`config.mk`:
```
export PLATFORM = sky130hd
export DESIGN_NAME = seq_alu
export DESIGN_NICKNAME = d
export VERILOG_FILES = /design/src/rtl/alu_pkg.sv /design/src/rtl/alu_div_iter.sv /design/src/rtl/seq_alu.sv
export SDC_FILE = /design/constraint.sdc
export NUM_CORES = 2
export LEC_CHECK = 0
export ABC_AREA = 1
export CORE_MARGIN = 1.5
export CORE_UTILIZATION = 40
export CTS_CLUSTER_DIAMETER = 80
export DETAILED_ROUTE_END_ITERATION = 16
export GPL_ROUTABILITY_DRIVEN = 1
export PLACE_DENSITY = 0.62
export SLEW_MARGIN = 20
export SYNTH_ARGS = -nofsm -noshare
export SYNTH_HDL_FRONTEND = slang
export SYNTH_SLANG_ARGS = --single-unit
```
`constraint.sdc`:
```
create_clock -name clk -period 8.44 [get_ports clk]
set_input_delay 1.688 -clock clk [delete_from_list [all_inputs] [get_ports clk]]
set_output_delay 1.688 -clock clk [all_outputs]
set_load 0.02 [all_outputs]
```
`src/rtl/alu_pkg.sv`:
```
// Shared definitions for the sequential ALU: opcodes, flag bit positions and FSM states.
package alu_pkg;

    typedef enum logic [3:0] {
        OP_ADD  = 4'h0,
        OP_SUB  = 4'h1,
        OP_MUL  = 4'h2,
        OP_DIV  = 4'h3,
        OP_SHL  = 4'h4,
        OP_SHR  = 4'h5,
        OP_ROTL = 4'h6,
        OP_ROTR = 4'h7,
        OP_AND  = 4'h8,
        OP_OR   = 4'h9,
        OP_NOR  = 4'hA,
        OP_NAND = 4'hB,
        OP_XOR  = 4'hC,
        OP_XNOR = 4'hD,
        OP_GT   = 4'hE,
        OP_EQ   = 4'hF
    } op_e;

    localparam int unsigned FLAG_ZERO  = 0;
    localparam int unsigned FLAG_CARRY = 1;
    localparam int unsigned FLAG_OVF   = 2;
    localparam int unsigned FLAG_DIV0  = 3;

    typedef enum logic [1:0] {
        ST_IDLE = 2'd0,
        ST_DIV  = 2'd1,
        ST_HOLD = 2'd2
    } state_e;

endpackage

```
`src/rtl/alu_div_iter.sv`:
```
// Restoring radix-2 unsigned divider, one quotient bit per cycle.
// The first bit is resolved on the start edge, so done rises WIDTH-1 edges later.
module alu_div_iter #(
    parameter int unsigned WIDTH = 32
) (
    input  logic             clk,
    input  logic             rst,
    input  logic             start,
    input  logic [WIDTH-1:0] dividend,
    input  logic [WIDTH-1:0] divisor,
    output logic             busy,
    output logic             done,
    output logic [WIDTH-1:0] quotient
);

    localparam int unsigned CW = $clog2(WIDTH) + 1;
    localparam logic [CW-1:0] LAST = CW'(WIDTH);

    logic [WIDTH-1:0] rem, quo, dvs;
    logic [CW-1:0]    cnt;

    logic [WIDTH-1:0] rem_in, quo_in, dvs_in;
    logic [WIDTH:0]   shifted, diff;
    logic             fits;
    logic [WIDTH-1:0] rem_nxt, quo_nxt;

    // quo holds the not-yet-consumed dividend bits on top and the quotient bits below
    always_comb begin
        rem_in  = start ? '0 : rem;
        quo_in  = start ? dividend : quo;
        dvs_in  = start ? divisor : dvs;
        shifted = {rem_in, quo_in[WIDTH-1]};
        diff    = shifted - {1'b0, dvs_in};
        fits    = shifted >= {1'b0, dvs_in};
        rem_nxt = fits ? diff[WIDTH-1:0] : shifted[WIDTH-1:0];
        quo_nxt = {quo_in[WIDTH-2:0], fits};
    end

    always_ff @(posedge clk) begin
        if (rst) begin
            busy <= 1'b0;
            cnt  <= '0;
            rem  <= '0;
            quo  <= '0;
            dvs  <= '0;
        end else if (start) begin
            busy <= 1'b1;
            cnt  <= CW'(1);
            rem  <= rem_nxt;
            quo  <= quo_nxt;
            dvs  <= divisor;
        end else if (busy) begin
            if (cnt == LAST) begin
                busy <= 1'b0;
            end else begin
                cnt <= cnt + CW'(1);
                rem <= rem_nxt;
                quo <= quo_nxt;
            end
        end
    end

    assign done     = busy && (cnt == LAST);
    assign quotient = quo;

endmodule

```
`src/rtl/seq_alu.sv`:
```
// Sequential ALU with valid/ready handshakes; divide is iterative, all else single-cycle.
module seq_alu
    import alu_pkg::*;
#(
    parameter int unsigned WIDTH = 32,
    parameter int unsigned SHW   = $clog2(WIDTH)
) (
    input  logic             clk,
    input  logic             rst,
    input  logic             in_valid,
    output logic             in_ready,
    input  logic [WIDTH-1:0] a,
    input  logic [WIDTH-1:0] b,
    input  logic [3:0]       op,
    output logic             out_valid,
    input  logic             out_ready,
    output logic [WIDTH-1:0] result,
    output logic [3:0]       flags
);

    state_e state, state_next;

    logic             accept, div_start, div_busy, div_done;
    logic [WIDTH-1:0] div_quotient;

    logic [WIDTH-1:0]   alu_result;
    logic [3:0]         alu_flags;
    logic               alu_carry, alu_ovf, alu_div0;
    logic [SHW-1:0]     shamt;
    logic [SHW:0]       rot_back;
    logic [WIDTH:0]     add_ext, sub_ext, shl_ext, shr_ext;
    logic [2*WIDTH-1:0] prod;

    assign accept    = in_valid && (state == ST_IDLE);
    assign div_start = accept && (op_e'(op) == OP_DIV) && (b != '0);

    alu_div_iter #(.WIDTH(WIDTH)) u_div (
        .clk      (clk),
        .rst      (rst),
        .start    (div_start),
        .dividend (a),
        .divisor  (b),
        .busy     (div_busy),
        .done     (div_done),
        .quotient (div_quotient)
    );

    assign shamt    = b[SHW-1:0];
    assign rot_back = (SHW+1)'(WIDTH) - {1'b0, shamt};
    assign add_ext  = {1'b0, a} + {1'b0, b};
    assign sub_ext  = {1'b0, a} - {1'b0, b};
    assign prod     = {{WIDTH{1'b0}}, a} * {{WIDTH{1'b0}}, b};
    // Extra bit catches the last bit shifted out: MSB side for shl, LSB side for shr
    assign shl_ext  = {1'b0, a} << shamt;
    assign shr_ext  = {a, 1'b0} >> shamt;

    always_comb begin
        alu_result = '0;
        alu_carry  = 1'b0;
        alu_ovf    = 1'b0;
        alu_div0   = 1'b0;
        unique case (op_e'(op))
            OP_ADD:  begin alu_result = add_ext[WIDTH-1:0]; alu_carry = add_ext[WIDTH]; end
            OP_SUB:  begin alu_result = sub_ext[WIDTH-1:0]; alu_carry = ~sub_ext[WIDTH]; end
            OP_MUL:  begin alu_result = prod[WIDTH-1:0]; alu_ovf = (prod[2*WIDTH-1:WIDTH] != '0); end
            OP_DIV:  begin alu_result = '1; alu_div0 = (b == '0); end
            OP_SHL:  begin alu_result = shl_ext[WIDTH-1:0]; alu_carry = (shamt != '0) && shl_ext[WIDTH]; end
            OP_SHR:  begin alu_result = shr_ext[WIDTH:1]; alu_carry = (shamt != '0) && shr_ext[0]; end
            OP_ROTL: alu_result = (a << shamt) | (a >> rot_back);
            OP_ROTR: alu_result = (a >> shamt) | (a << rot_back);
            OP_AND:  alu_result = a & b;
            OP_OR:   alu_result = a | b;
            OP_NOR:  alu_result = ~(a | b);
            OP_NAND: alu_result = ~(a & b);
            OP_XOR:  alu_result = a ^ b;
            OP_XNOR: alu_result = ~(a ^ b);
            OP_GT:   alu_result = {{(WIDTH-1){1'b0}}, (a > b)};
            OP_EQ:   alu_result = {{(WIDTH-1){1'b0}}, (a == b)};
            default: alu_result = '0;
        endcase
        alu_flags             = '0;
        alu_flags[FLAG_ZERO]  = (alu_result == '0);
        alu_flags[FLAG_CARRY] = alu_carry;
        alu_flags[FLAG_OVF]   = alu_ovf;
        alu_flags[FLAG_DIV0]  = alu_div0;
    end

    always_ff @(posedge clk) begin
        if (rst) begin
            state <= ST_IDLE;
        end else begin
            state <= state_next;
        end
    end

    always_comb begin
        state_next = state;
        unique case (state)
            ST_IDLE: if (in_valid) state_next = div_start ? ST_DIV : ST_HOLD;
            ST_DIV:  if (div_done) state_next = ST_HOLD;
            ST_HOLD: if (out_ready) state_next = ST_IDLE;
            default: state_next = ST_IDLE;
        endcase
    end

    always_ff @(posedge clk) begin
        if (rst) begin
            result <= '0;
            flags  <= '0;
        end else if (accept && !div_start) begin
            result <= alu_result;
            flags  <= alu_flags;
        end else if ((state == ST_DIV) && div_busy && div_done) begin
            result           <= div_quotient;
            flags            <= '0;
            flags[FLAG_ZERO] <= (div_quotient == '0);
        end
    end

    assign in_ready  = (state == ST_IDLE);
    assign out_valid = (state == ST_HOLD);

endmodule

```
==> out/qor.csv <==
metric,value,unit
status,finished with violations,
violations,negative setup slack,
synth-seq-cells,141,
critical_path.startpoint,a[4],
slowest_delay,580,ps
die_y,384.5,um
synth.largest_area_cell,fa_1,
cp_max_fo,22,
htreeDepth,4,
finalInstanceArea,0.06840,mm2
cts_tree,done,
path_common_cell,fa_1,
vias_per_cell,5.324,
grt_pass1_wl,407300,um
dieWidth,384.5,um
setup_ws,-47.60,ps
antenna_found_initial,22,
clock_skew,14.67,ps
ant_nets,0,
drc,0,
period_needed,8488,ps
grt_start_max_net_pins,88,
synth_cells,9218,
syn_to_final_growth,17.50,%
hp-start,u_div.rem[24]$_SDFFE_PP0P_,
maxCapViolCount,0,
ys_warn_count,0,
worst-path-buf-inv,6,
start_util,40.43,%
worstHoldPathType,reg2reg,
critPathRequiredTime,8810,ps
tns,-47.60,ps
syn_area,0.05821,mm2
rr_startpoint,state[1]$_SDFFE_PP0P_,
endpoint_kind,flop,
clkTransAtPathRegs,60,ps
ff_latch_area,0.002823,mm2
nNetsFinal,11050,
cts_sinks,141,
yosys.cell_types.count,49,
start_kind,input port,
cts_hold_buf,0,
whs,463.4,ps
wl_per_cell,24.18,um
synthArstFlopShare,0,%
ys_top_cells_by_count,"nand2_1, inv_1, fa_1",
slowest_stage,fa_1,
gr-total-overflow,0,
synthMostInstantiatedCell,nand2_1,
dp_hpwl,237500,um
fmax,0.1178,GHz
postSynthAreaPerCell,6.315,um2
finalCritPeriodShare,100.6,%
first_global_vias,60530,
dieArea,0.1478,mm2
netlist_top_cells_area,"fa_1, nand2_1, inv_1",
drive_gt1_share,12.61,%
path_delay_family,adder cells,
ff2ff_setup_slack,3230,ps
fill_cells,15180,
cts_root_buf,clkbuf_16,
vias,61850,
num_io_pins,110,
cts_buffers,17,
port-buffer-count,109,
cts_buffer_depth,2,
maxSlewHeadroom,21.56,%
rsz0062_at_grt,true,
drv_slew,0,
crit_arrival,8850,ps
synth_top_area_share,30.92,%
syn_nets,10590,
core_area,0.1440,mm2
clk_latency,440,ps
num_rows,139,
setup_violations,1,
placed_area,0.06594,mm2
ys_seq_area_share,4.849,%
multiInputGateArea,0.04629,mm2
worstMarginPinSlew,1172,ps
dr.pass1.iters,6,
synthFlopType,dfxtp_1,
drt_iter0_markers,6621,
hold_viol,0,
synth_edf_count,0,
drt-total-wl,281000,um
grt_use_total,37.79,%
gp_congestion,1.095,
worstSetupPathType,in2reg,
[tightest hold or removal path, stage by stage, from the launching register on]
cell and delay, ps:
dfxtp_1 310, nand2_1 60, a21oi_1 50
[kinds of logic (layout without fill, tap and decap cells)]
group / after synthesis / count (layout) / share of synthesized area [%]
AND/OR/NAND/NOR: 4244 / 4244 / 29.95
buffers and inverters: 2717 / 3195 / 17.92
AO/OA/AOI/OAI: 775 / 775 / 7.157
XOR/XNOR: 46 / 46 / 0.6921
adder cells (fa/ha/maj): 1295 / 1295 / 39.43
other: 0 / 18 / 0
flip-flops: 141 / 141 / 4.849
[state kept, by name, indices dropped and copies added (netlist names)]
| signal | count |
|---|---|
| u_div.quotient | 32 |
| u_div.busy | 1 |
| u_div.rem | 32 |
| state | 2 |
| u_div.dvs | 32 |
| flags | 4 |
| u_div.cnt | 6 |
| result | 32 |
[placed cells by master (no fill, tap or decap), drive strengths merged, types with 141 or more instances in the layout]
cell type / netlist / final
nand2: 2600 / 2600
inv: 2243 / 2247
fa: 899 / 899
buf: 140 / 860
nand3: 841 / 841
nor2: 633 / 633
ha: 396 / 396
o21ai: 378 / 378
a21oi: 284 / 284
dfxtp: 141 / 141
[metrics by stage]
stage,instances,util (%),worst slack [ps]
floorplan,9218,-,25.44
global placement,11530,45.79,-1036
detailed placement,11530,45.79,-1079
CTS,11580,46.87,-0.05329
global route,11610,47.49,-173.8
finish,11620,47.50,-47.60
[metal layers]
layer | up-vias | part of all wire (%) | GRT usage (%)
met1 | 30040 | 42 | 51.90
met3 | 537 | 9.0 | 6.480
met5 | - | 0.014 | 0
met2 | 2943 | 43 | 57.06
li1 | 28320 | - | -
met4 | 6 | 6.0 | 18.95
[worst paths after layout]
path,to,cells past startpoint
max,flags[0]$_SDFFE_PP0P_,32
min,u_div.rem[24]$_SDFFE_PP0P_,2
max reg2reg,u_div.rem[28]$_SDFFE_PP0P_,22
min reg2reg,u_div.rem[24]$_SDFFE_PP0P_,2
[cell type report]
cell class / instances / share of cell area (%)
Sequential cell: 141 / 4.127
Timing Repair Buffer: 919 / 11.44
Inverter: 2244 / 12.33
Multi-Input combinational cell: 6360 / 67.68
Clock buffer: 18 / 0.6421
Tap cell: 1903 / 3.481
Clock inverter: 14 / 0.2305
Antenna cell: 18 / 0.06585
[what timing repair did]
| item | in CTS | in global routing |
|---|---|---|
| gates cloned | 0 | 1 |
| setup endpoints to repair | 21 | 13 |
| resized for setup | 215 | 191 |
| pin swaps | 72 | 111 |
| buffers inserted | 29 | 17 |
Power is left out: the tool's default activity adds up to more than one toggle a clock period on the data nets, which glitch-free logic cannot reach.
